**config.mk**
```make
export PLATFORM = sky130hd
export DESIGN_NAME = mp_mult_engine_flat
export DESIGN_NICKNAME = d
export VERILOG_FILES = /design/src/rtl/mp_mult_engine_if.sv /design/src/rtl/mp_mult_engine.sv /design/src/flat_wrapper.sv
export SDC_FILE = /design/constraint.sdc
export NUM_CORES = 1
export LEC_CHECK = 0
export CORE_UTILIZATION = 45
export CTS_CLUSTER_DIAMETER = 200
export CTS_CLUSTER_SIZE = 30
export DETAILED_ROUTE_END_ITERATION = 10
export PLACE_DENSITY_LB_ADDON = 0.15
export SYNTH_ARGS = -nofsm -noshare
export SYNTH_HDL_FRONTEND = slang
export SYNTH_SLANG_ARGS = --single-unit
export TNS_END_PERCENT = 20
```
**constraint.sdc**
```tcl
create_clock -name clk -period 9.82 [get_ports clk]
set_input_delay 0.982 -clock clk [delete_from_list [all_inputs] [get_ports clk]]
set_output_delay 0.982 -clock clk [all_outputs]
set_load 0.1 [all_outputs]
```
**src/rtl/mp_mult_engine_if.sv**
```systemverilog
// Host/data-memory bundle for mp_mult_engine: start/done handshake plus the byte-wide dm port.
// master = host side (drives req and memory read data), slave = engine side.
interface mp_mult_engine_if #(
    parameter int unsigned ADDR_W = 8
);
    logic              req;
    logic              signed_mode;
    logic              done;
    logic              busy;
    logic [ADDR_W-1:0] mem_addr;
    logic [7:0]        mem_rd_data;
    logic              mem_wr_en;
    logic [7:0]        mem_wr_data;

    modport master (
        output req, signed_mode, mem_rd_data,
        input  done, busy, mem_addr, mem_wr_en, mem_wr_data
    );

    modport slave (
        input  req, signed_mode, mem_rd_data,
        output done, busy, mem_addr, mem_wr_en, mem_wr_data
    );
endinterface

```
**src/rtl/mp_mult_engine.sv**
```systemverilog
// Multi-precision multiply engine: loads NUM_PAIRS operand pairs from dm, multiplies each by
// radix-2 shift-add on magnitudes (signed or unsigned) and writes the 2W-bit product MSB first.
module mp_mult_engine #(
    parameter int unsigned OP_BYTES  = 2,
    parameter int unsigned NUM_PAIRS = 16,
    parameter int unsigned SRC_BASE  = 0,
    parameter int unsigned DST_BASE  = 64,
    parameter int unsigned ADDR_W    = 8
) (
    input logic              clk,
    input logic              reset,
    mp_mult_engine_if.slave  bus
);

    localparam int unsigned W  = 8 * OP_BYTES;
    localparam int unsigned PB = 2 * OP_BYTES;
    localparam int unsigned PW = (NUM_PAIRS > 1) ? $clog2(NUM_PAIRS) : 1;
    localparam int unsigned CW = 7;

    localparam logic [CW-1:0] LoadLast = CW'(PB - 1);
    localparam logic [CW-1:0] MulLast  = CW'(W - 1);
    localparam logic [PW-1:0] PairLast = PW'(NUM_PAIRS - 1);

    localparam logic [2:0] StIdle  = 3'd0;
    localparam logic [2:0] StLoad  = 3'd1;
    localparam logic [2:0] StMul   = 3'd2;
    localparam logic [2:0] StStore = 3'd3;
    localparam logic [2:0] StDone  = 3'd4;

    // Regions are compared on the address circle, since addresses wrap modulo 2^ADDR_W.
    localparam longint unsigned MemBytes = 64'd1 << ADDR_W;
    localparam longint unsigned RegBytes = longint'(NUM_PAIRS) * longint'(PB);
    localparam longint unsigned SrcM     = longint'(SRC_BASE) % MemBytes;
    localparam longint unsigned DstM     = longint'(DST_BASE) % MemBytes;
    localparam longint unsigned FwdGap   = (DstM + MemBytes - SrcM) % MemBytes;
    localparam longint unsigned BwdGap   = (SrcM + MemBytes - DstM) % MemBytes;

    if (OP_BYTES < 1 || OP_BYTES > 8 || NUM_PAIRS < 1) begin : g_bad_params
        $error("mp_mult_engine: OP_BYTES must be 1..8 and NUM_PAIRS at least 1");
    end
    if (RegBytes > MemBytes) begin : g_bad_size
        $error("mp_mult_engine: operand/product region larger than the address space");
    end
    if (FwdGap < RegBytes || BwdGap < RegBytes) begin : g_bad_overlap
        $error("mp_mult_engine: source and destination regions overlap");
    end

    logic [2:0]      state_q, state_d;
    logic [CW-1:0]   cnt_q, cnt_d;
    logic [PW-1:0]   pair_q, pair_d;
    logic            mode_q, mode_d;
    logic            neg_q, neg_d;
    logic            done_q, done_d;
    logic [2*W-1:0]  opnd_q, opnd_d;
    logic [2*W-1:0]  prod_q, prod_d;

    logic [2*W-1:0]    load_shift;
    logic [W-1:0]      a_raw, b_next, mag_a, mag_b_next;
    logic [W:0]        step_sum;
    logic [2*W-1:0]    step_prod;
    logic [ADDR_W-1:0] pair_off, rd_addr, wr_addr;

    assign load_shift = {opnd_q[2*W-9:0], bus.mem_rd_data};
    assign a_raw      = opnd_q[2*W-1:W];
    assign b_next     = load_shift[W-1:0];
    assign mag_a      = (mode_q && a_raw[W-1]) ? -a_raw : a_raw;
    assign mag_b_next = (mode_q && b_next[W-1]) ? -b_next : b_next;

    // One shift-add step: multiplier sits in the low half of prod and drains out to the right.
    assign step_sum  = {1'b0, prod_q[2*W-1:W]} + (prod_q[0] ? {1'b0, mag_a} : '0);
    assign step_prod = {step_sum, prod_q[W-1:1]};

    assign pair_off = ADDR_W'(PB) * ADDR_W'(pair_q);
    assign rd_addr  = ADDR_W'(SRC_BASE) + pair_off + ADDR_W'(cnt_q);
    assign wr_addr  = ADDR_W'(DST_BASE) + pair_off + ADDR_W'(cnt_q);

    assign bus.done        = done_q;
    assign bus.busy        = (state_q == StLoad) || (state_q == StMul) || (state_q == StStore);
    assign bus.mem_wr_en   = (state_q == StStore);
    assign bus.mem_wr_data = (state_q == StStore) ? prod_q[2*W-1 -: 8] : 8'h00;
    assign bus.mem_addr    = (state_q == StLoad)  ? rd_addr :
                             (state_q == StStore) ? wr_addr : '0;

    always_comb begin
        state_d = state_q;
        cnt_d   = cnt_q;
        pair_d  = pair_q;
        mode_d  = mode_q;
        neg_d   = neg_q;
        opnd_d  = opnd_q;
        prod_d  = prod_q;
        // done rises the cycle after DONE is entered and drops on the edge that sees req low.
        done_d  = (state_q == StDone) && bus.req;

        case (state_q)
            StIdle: begin
                if (bus.req && !done_q) begin
                    mode_d  = bus.signed_mode;
                    pair_d  = '0;
                    cnt_d   = '0;
                    state_d = StLoad;
                end
            end
            StLoad: begin
                opnd_d = load_shift;
                cnt_d  = cnt_q + 1'b1;
                if (cnt_q == LoadLast) begin
                    cnt_d   = '0;
                    prod_d  = {{W{1'b0}}, mag_b_next};
                    neg_d   = mode_q && (load_shift[2*W-1] ^ load_shift[W-1]);
                    state_d = StMul;
                end
            end
            StMul: begin
                prod_d = step_prod;
                cnt_d  = cnt_q + 1'b1;
                if (cnt_q == MulLast) begin
                    prod_d  = neg_q ? -step_prod : step_prod;
                    cnt_d   = '0;
                    state_d = StStore;
                end
            end
            StStore: begin
                prod_d = prod_q << 8;
                cnt_d  = cnt_q + 1'b1;
                if (cnt_q == LoadLast) begin
                    cnt_d = '0;
                    if (pair_q == PairLast) begin
                        state_d = StDone;
                    end else begin
                        pair_d  = pair_q + 1'b1;
                        state_d = StLoad;
                    end
                end
            end
            StDone: begin
                if (!bus.req) begin
                    state_d = StIdle;
                end
            end
            default: state_d = StIdle;
        endcase
    end

    always_ff @(posedge clk or negedge reset) begin
        if (!reset) begin
            state_q <= StIdle;
            cnt_q   <= '0;
            pair_q  <= '0;
            mode_q  <= 1'b0;
            neg_q   <= 1'b0;
            done_q  <= 1'b0;
            opnd_q  <= '0;
            prod_q  <= '0;
        end else begin
            state_q <= state_d;
            cnt_q   <= cnt_d;
            pair_q  <= pair_d;
            mode_q  <= mode_d;
            neg_q   <= neg_d;
            done_q  <= done_d;
            opnd_q  <= opnd_d;
            prod_q  <= prod_d;
        end
    end

endmodule

```
**src/flat_wrapper.sv**
```systemverilog
// flat-port wrapper written by rule: the top's interface ports become plain ports
module mp_mult_engine_flat 
#(
    parameter int unsigned OP_BYTES  = 2,
    parameter int unsigned NUM_PAIRS = 16,
    parameter int unsigned SRC_BASE  = 0,
    parameter int unsigned DST_BASE  = 64,
    parameter int unsigned ADDR_W    = 8
)
  (clk, reset, bus_req, bus_signed_mode, bus_mem_rd_data, bus_done, bus_busy, bus_mem_addr, bus_mem_wr_en, bus_mem_wr_data);
  mp_mult_engine_if #(.ADDR_W(ADDR_W)) bus_i ();
  input logic clk;
  input logic reset;
  input wire logic [$bits(bus_i.req)-1:0] bus_req;
  input wire logic [$bits(bus_i.signed_mode)-1:0] bus_signed_mode;
  input wire logic [$bits(bus_i.mem_rd_data)-1:0] bus_mem_rd_data;
  output wire logic [$bits(bus_i.done)-1:0] bus_done;
  output wire logic [$bits(bus_i.busy)-1:0] bus_busy;
  output wire logic [$bits(bus_i.mem_addr)-1:0] bus_mem_addr;
  output wire logic [$bits(bus_i.mem_wr_en)-1:0] bus_mem_wr_en;
  output wire logic [$bits(bus_i.mem_wr_data)-1:0] bus_mem_wr_data;
  assign bus_i.req = bus_req;
  assign bus_i.signed_mode = bus_signed_mode;
  assign bus_i.mem_rd_data = bus_mem_rd_data;
  assign bus_done = bus_i.done;
  assign bus_busy = bus_i.busy;
  assign bus_mem_addr = bus_i.mem_addr;
  assign bus_mem_wr_en = bus_i.mem_wr_en;
  assign bus_mem_wr_data = bus_i.mem_wr_data;
  mp_mult_engine #(.OP_BYTES(OP_BYTES), .NUM_PAIRS(NUM_PAIRS), .SRC_BASE(SRC_BASE), .DST_BASE(DST_BASE), .ADDR_W(ADDR_W)) u_core (.clk(clk), .reset(reset), .bus(bus_i));
endmodule
```
== Word level (Yosys, flattened, before mapping) ==
Cells that the tools add are included.

* Bits of input ports: 12
* Logic and storage cells: 75
* Bits in registers: 81
* Output and inout port bits: 19

* Add/subtract/negate cells: 9
* Eq/ne operators: 13
* Reductions and logical operators: 19
* Bitwise logic cells: 1
* Multiplexer cells: 25

{| class="wikitable"
|+ Operators by type and width
! operator !! count
|-
| 32-bit two-way mux || 3
|-
| 32-bit one-hot mux with 3 select lines || 1
|-
| 16-bit two-way mux || 3
|-
| 16-bit negation || 2
|-
| 32-bit negation || 1
|-
| 8-bit two-way mux || 3
|-
| 7-bit two-way mux || 3
|-
| 7-bit one-hot mux with 3 select lines || 1
|-
| 3-bit two-way mux || 6
|-
| 16-bit by 17-bit adder with 17-bit output || 1
|-
| 3-bit one-hot mux with 5 select lines || 1
|-
| 4-bit two-way mux || 3
|-
| 6-bit by 7-bit adder with 8-bit output || 1
|-
| 7-bit by 6-bit adder with 8-bit output (first input constant) || 1
|-
| 8-bit by 7-bit adder with 8-bit output || 1
|-
| 2-bit inequality test (second input constant) || 4
|-
| 4-bit one-hot mux with 2 select lines || 1
|-
| 2-bit AND reduction || 4
|-
| 7-bit by 1-bit adder with 7-bit output (second input constant) || 1
|-
| 7-bit by 2-bit equality test with 1-bit output (second input constant) || 1
|-
| 7-bit by 4-bit equality test with 1-bit output (second input constant) || 1
|-
| 3-bit by 2-bit equality test with 1-bit output (second input constant) || 2
|-
| 3-bit nonzero test || 2
|-
| 1-bit logical AND || 5
|-
| other kinds (13) || 15
|}

== Longest topological paths before layout ==
* Word-level depth: 8
* Gate-level depth with buffers: 17
* Depth with buffers taken out: 17

== Least setup slack after synthesis ==
No wires, ideal clock.

* Kind: register to output
* Start point: register u_core.pair_q[0]
* End point: output bus_mem_addr[6]
* Data required time: 8.838 ns
* Slack: 5.352 ns
* Stages on the path, launching flop included: 8
* Buffers on the path: 0
* Data arrival time: 3.486 ns
* Path through: dfrtp_1 > ha_1 > fa_1 > a21oi_1 > nor2_1 > nor2_1 > xnor2_1 > o21ai_0

* Longest elaborated chain between the ends: 4
* Elaborated cells on any way between the ends: 5
* Those cells by class: 3 x add/sub; 2 x mux

{| class="wikitable"
|+ Ends and longest elaborated chain
! element !! RTL line !! RTL
|-
| start: declaration || mp_mult_engine.sv:50 || <nowiki>logic [PW-1:0] pair_q, pair_d;</nowiki>
|-
| start signal: assignment || mp_mult_engine.sv:158 || <nowiki>pair_q <= pair_d;</nowiki>
|-
| 7-bit by 6-bit adder with 8-bit output || mp_mult_engine.sv:75 || <nowiki>assign wr_addr = ADDR_W'(DST_BASE) + pair_off + ADDR_W'(cnt_q);</nowiki>
|-
| 8-bit by 7-bit adder with 8-bit output || mp_mult_engine.sv:75 ||
|-
| 8-bit two-way mux || mp_mult_engine.sv:82 || <nowiki>(state_q == StStore) ? wr_addr : '0;</nowiki>
|-
| 8-bit two-way mux * || mp_mult_engine.sv:81 || <nowiki>assign bus.mem_addr = (state_q == StLoad) ? rd_addr :</nowiki>
|-
| end: declaration || flat_wrapper.sv:19 || <nowiki>output wire logic [$bits(bus_i.mem_addr)-1:0] bus_mem_addr;</nowiki>
|}

Every way passes the cells marked *; elsewhere a longest branch is shown, timed or not.

== Final worst setup path ==
* Start point: register u_core.opnd_q[19]
* End point: register u_core.prod_q[31]

* Longest elaborated chain between the ends: 8

{| class="wikitable"
|+ Ends and longest elaborated chain
! element !! RTL line !! RTL
|-
| start: declaration || mp_mult_engine.sv:54 || <nowiki>logic [2*W-1:0] opnd_q, opnd_d;</nowiki>
|-
| start signal: assignment || mp_mult_engine.sv:162 || <nowiki>opnd_q <= opnd_d;</nowiki>
|-
| 16-bit negation || mp_mult_engine.sv:66 || <nowiki>assign mag_a = (mode_q && a_raw[W-1]) ? -a_raw : a_raw;</nowiki>
|-
| 16-bit two-way mux * || mp_mult_engine.sv:66 ||
|-
| 16-bit two-way mux * || mp_mult_engine.sv:70 || <nowiki>assign step_sum = {1'b0, prod_q[2*W-1:W]} + (prod_q[0] ? {1'b0, mag_a} : '0);</nowiki>
|-
| 16-bit by 17-bit adder with 17-bit output * || mp_mult_engine.sv:70 ||
|-
| 32-bit negation || mp_mult_engine.sv:118 || <nowiki>prod_d = neg_q ? -step_prod : step_prod;</nowiki>
|-
| 32-bit two-way mux || mp_mult_engine.sv:118 ||
|-
| 32-bit two-way mux * || mp_mult_engine.sv:117 || <nowiki>if (cnt_q == MulLast) begin</nowiki>
|-
| 32-bit one-hot mux with 3 select lines * || mp_mult_engine.sv:95 || <nowiki>case (state_q)</nowiki>
|-
| end signal: assignment || mp_mult_engine.sv:163 || <nowiki>prod_q <= prod_d;</nowiki>
|-
| end: declaration || mp_mult_engine.sv:55 || <nowiki>logic [2*W-1:0] prod_q, prod_d;</nowiki>
|}

Marked as above.
A chain may end at the register's enable or synchronous reset.

==> impl_results.rst <==
.. list-table::
   :header-rows: 1

   * - Metric
     - Value
   * - # H-tree levels
     - 3
   * - Unique masters post-synth
     - 63
   * - Routability cong.
     - around 0.93
   * - Number of failing hold endpoints at the final stage
     - 0
   * - Post-route worst hold slack
     - a little under 0.5 ns
   * - Count of cells resized by post-cts repair
     - 0
   * - GRT Residual Overflow
     - 0
   * - Vias in the first global route
     - 4827
   * - IO Count
     - 31
   * - Clk Latency, worst-skew pair
     - 0.34 ns
   * - Final sum of negative setup slack
     - 0 ns
   * - Final Util
     - 52.6%
   * - Rows
     - 41
   * - Number of nets with antenna violations after detailed routing
     - 0
   * - Number of standard cells in the layout, taps in and fillers out
     - 883
   * - Layout cell share with drive strength beyond 1
     - 9.70%
   * - Die area
     - 13700 um^2
   * - Number of placed instances with taps included
     - 867
   * - Highest metal layer with signal wires
     - met4
   * - Unrepaired setup endpoints after global routing
     - false
   * - Transition at the pin with the smallest max-transition slack
     - 1.06 ns
   * - Total length of routed wires
     - 15.5 mm
   * - Number of antenna violations at the first check in global routing
     - 0
   * - Total internal power
     - ~850 uW
   * - Pin count of the biggest net entering global routing
     - a little over 80
   * - Root Driver
     - sky130_fd_sc_hd__clkbuf_16
   * - Number of maximum-capacitance violations
     - 0
   * - DR DRC count
     - 0
   * - GR Util All Layers
     - 23.9%
   * - Switching share of power
     - 43.5%
   * - Clock-pin slew reported for the worst setup and hold paths after clock tree synthesis
     - 0.07 ns
   * - First-iteration detailed-routing DRC count
     - 343
   * - Worst setup EP type
     - register
   * - Clk sink count
     - 81
   * - Area of the core
     - approximately 13000 um^2
   * - Layout Nets
     - 745
   * - HPWL after detailed placement
     - 11.3 mm
   * - Share of flip-flops with an asynchronous set or reset
     - 100%
   * - Fillers
     - ~1200
   * - Initial core utilization
     - 46.8%
   * - Setup skew after layout
     - ~0.01 ns
   * - Final count of pins violating max slew
     - 0
   * - Via Count
     - 5190
   * - Top cell type by total area after synthesis
     - sky130_fd_sc_hd__dfrtp_1
   * - Worst ir drop on vdd
     - 0.121 mV
   * - Sequential power share
     - 33.8%
   * - Router iterations before antenna repair
     - 5
   * - Kind of start point of the critical path
     - register
   * - Req. time, crit path
     - 10.02 ns
   * - Number of CTS-inserted buffers
     - 9
   * - Maximum frequency from static timing analysis
     - 0.229 GHz
   * - Clock Power Share
     - 23.4%
   * - Routed wl met3
     - 993 um
   * - Area share of the largest cell type after synthesis
     - 33.9%
   * - Count of hold-fix buffers inserted at cts
     - 0
   * - YS warnings
     - 0
   * - Max FO, Critical Path
     - 5
   * - Cell leakage power
     - ~0.0028 uW
   * - Post-CTS setup repair buffer count
     - 0
   * - Type of the most critical hold path
     - register to register
   * - Type of the worst setup path
     - register to register
   * - Antenna diode count
     - 0
   * - Growth of design area from synthesis to finish
     - 12.4%
   * - Logic pwr share
     - 42.9%
   * - Worst rel slew slack
     - 28.7%
   * - Wire length of the first global-routing pass
     - 25.2 mm
   * - Arrival @ worst endpoint
     - 4.58 ns
   * - Met1 wire length
     - 7.27 mm
   * - Post-synth top flop
     - sky130_fd_sc_hd__dfrtp_1
   * - Cells after synthesis
     - between 600 and 700
   * - Power dissipated by switching net loads
     - 651 uW
   * - Synth Cell Area
     - 5970 um^2
   * - Die Width
     - 117 um
   * - Fin crit share
     - 44.6%
   * - Final critical-path required period
     - 4.38 ns
   * - Port bufs
     - 30
   * - Number of flops mapped to enable cells by yosys
     - 0
   * - Final routed wire length divided by cell count
     - 17.5 um
   * - Y dimension of the die
     - 117 um
   * - Number of buffers on the longest clock path
     - 2
   * - Total setup violations reported at the end of the flow
     - 0
   * - Mapped Nets
     - 730
   * - Avg Vias per Cell
     - slightly below 6
   * - Met2 wire length
     - between 7 and 8 mm
   * - Total power divided by cell area
     - 223 nW/um^2
   * - Top cells by area in the synthesized netlist
     - sky130_fd_sc_hd__dfrtp_1 34%, sky130_fd_sc_hd__mux2_2 5.8%, sky130_fd_sc_hd__ha_1 5.2%
   * - Register bit total from synthesis
     - 81
   * - Synthesized area divided by synthesized cell count
     - roughly 8.6 um^2
   * - Portion of the post-synthesis area used by sequential elements
     - 33.9%
   * - Most used standard cells in the synthesized netlist
     - 81 x sky130_fd_sc_hd__dfrtp_1, 69 x sky130_fd_sc_hd__nand2_1, 64 x sky130_fd_sc_hd__nor2_1, 54 x sky130_fd_sc_hd__a21oi_1, 49 x sky130_fd_sc_hd__o21ai_0
   * - CTS tree
     - built
   * - Result of the run
     - complete, no violations
   * - Most common cell in the netlist
     - sky130_fd_sc_hd__dfrtp_1
-- sequential cells by signal, indices dropped and copies added, names as in the netlist --
register,cells
u_core.prod_q,32
u_core.neg_q,1
u_core.cnt_q,7
u_core.opnd_q,32
u_core.pair_q,4
u_core.state_q,3
u_core.mode_q,1
u_core.bus.done,1
-- worst paths after layout --
| check | start | to | slack, ns | depth (start not counted) |
|---|---|---|---|---|
| hold reg to reg | u_core.opnd_q[8]$_DFFE_PN0P_ | u_core.opnd_q[16]$_DFFE_PN0P_ | 0.49 | 2 |
| setup / recovery | u_core.opnd_q[19]$_DFFE_PN0P_ | u_core.prod_q[31]$_DFFE_PN0P_ | 5.44 | 17 |
| min in group asynchronous | reset | u_core.cnt_q[6]$_DFFE_PN0P_ | 0.80 | 1 |
| hold / removal | u_core.opnd_q[8]$_DFFE_PN0P_ | u_core.opnd_q[16]$_DFFE_PN0P_ | 0.49 | 2 |
| max in group asynchronous | reset | u_core.opnd_q[1]$_DFFE_PN0P_ | 8.33 | 1 |
| setup reg to reg | u_core.opnd_q[19]$_DFFE_PN0P_ | u_core.prod_q[31]$_DFFE_PN0P_ | 5.44 | 17 |
-- final cells by class --
cell class / instances / area (um^2) / share of cell area, %
inverter: 17 / 63.8 / 0.951
sequential: 81 / 2030 / 30.2
clock inverter: 7 / 83.8 / 1.25
clock buffer: 9 / 225 / 3.36
timing repair buffer: 33 / 320 / 4.77
tap: 172 / 215 / 3.21
multi-input combinational: 564 / 3780 / 56.3
-- power groups by stage --
stage	clock (uW)	combinational [uW]	sequential [uW]
2_1_floorplan	0	522	461
3_3_place_gp	0	624	508
3_5_place_dp	0	630	508
4_1_cts	358	634	503
5_1_grt	370	689	514
6_report	350	642	506
-- cells by family (layout without fill, tap and decap cells) --
family	count (synthesis)	count (layout)	synth area share, %
AOI/OAI and AO/OA	196	196	20.9
xor gates and xnor gates	68	68	10.2
adders and majority gates	27	27	5.91
buffers and inverters	46	66	2.91
DFF	81	81	33.9
muxes	36	36	6.68
and+or+nand+nor	237	237	19.5
-- metal layers --
layer  track usage, %  vias to the layer above
met3             4.74                       12
li1                 -                     2532
met2             38.3                      147
met5                0                        -
met4             6.24                        0
met1             32.9                     2499
-- stage by stage --
step / total power, uW / instance area, um^2 / setup slack, ns
floorplan: 983 / 5970 / 5.35
global placement: 1130 / 6400 / 5.66
detailed placement: 1140 / 6400 / 5.51
CTS: 1490 / 6710 / 5.48
global route: 1570 / 6710 / 5.02
finish: 1500 / 6710 / 5.44
-- worst max-delay path, cell delays in order, from the launching register on --
cell and delay (ns):
sky130_fd_sc_hd__dfrtp_1 0.45, sky130_fd_sc_hd__nor3_1 0.30, sky130_fd_sc_hd__nand2b_1 0.14, sky130_fd_sc_hd__nor3_1 0.26
sky130_fd_sc_hd__nand2_1 0.10, sky130_fd_sc_hd__o21ai_0 0.22, sky130_fd_sc_hd__xnor2_1 0.14, sky130_fd_sc_hd__and2_1 0.20
sky130_fd_sc_hd__ha_1 0.29, sky130_fd_sc_hd__a21oi_1 0.28, sky130_fd_sc_hd__o211ai_1 0.14, sky130_fd_sc_hd__a221oi_1 0.59
sky130_fd_sc_hd__xnor2_1 0.26, sky130_fd_sc_hd__nor4_2 0.23, sky130_fd_sc_hd__nor2b_4 0.24, sky130_fd_sc_hd__a41oi_2 0.14
sky130_fd_sc_hd__xor2_1 0.19, sky130_fd_sc_hd__o21ai_1 0.07
-- cells in the final DEF (no fill, tap or decap), types with 17 or more instances in the layout --
cell and n:
sky130_fd_sc_hd__dfrtp_1 81, sky130_fd_sc_hd__nand2_1 69, sky130_fd_sc_hd__nor2_1 63, sky130_fd_sc_hd__a21oi_1 54, sky130_fd_sc_hd__o21ai_0 49, sky130_fd_sc_hd__xor2_1 34
sky130_fd_sc_hd__xnor2_1 32, sky130_fd_sc_hd__mux2_2 31, sky130_fd_sc_hd__clkdlybuf4s50_1 29, sky130_fd_sc_hd__ha_1 25, sky130_fd_sc_hd__and3_1 20, sky130_fd_sc_hd__and2_1 17
sky130_fd_sc_hd__inv_1 17, sky130_fd_sc_hd__nand3_1 17
No activity file was read; power rests on OpenSTA's default activity.
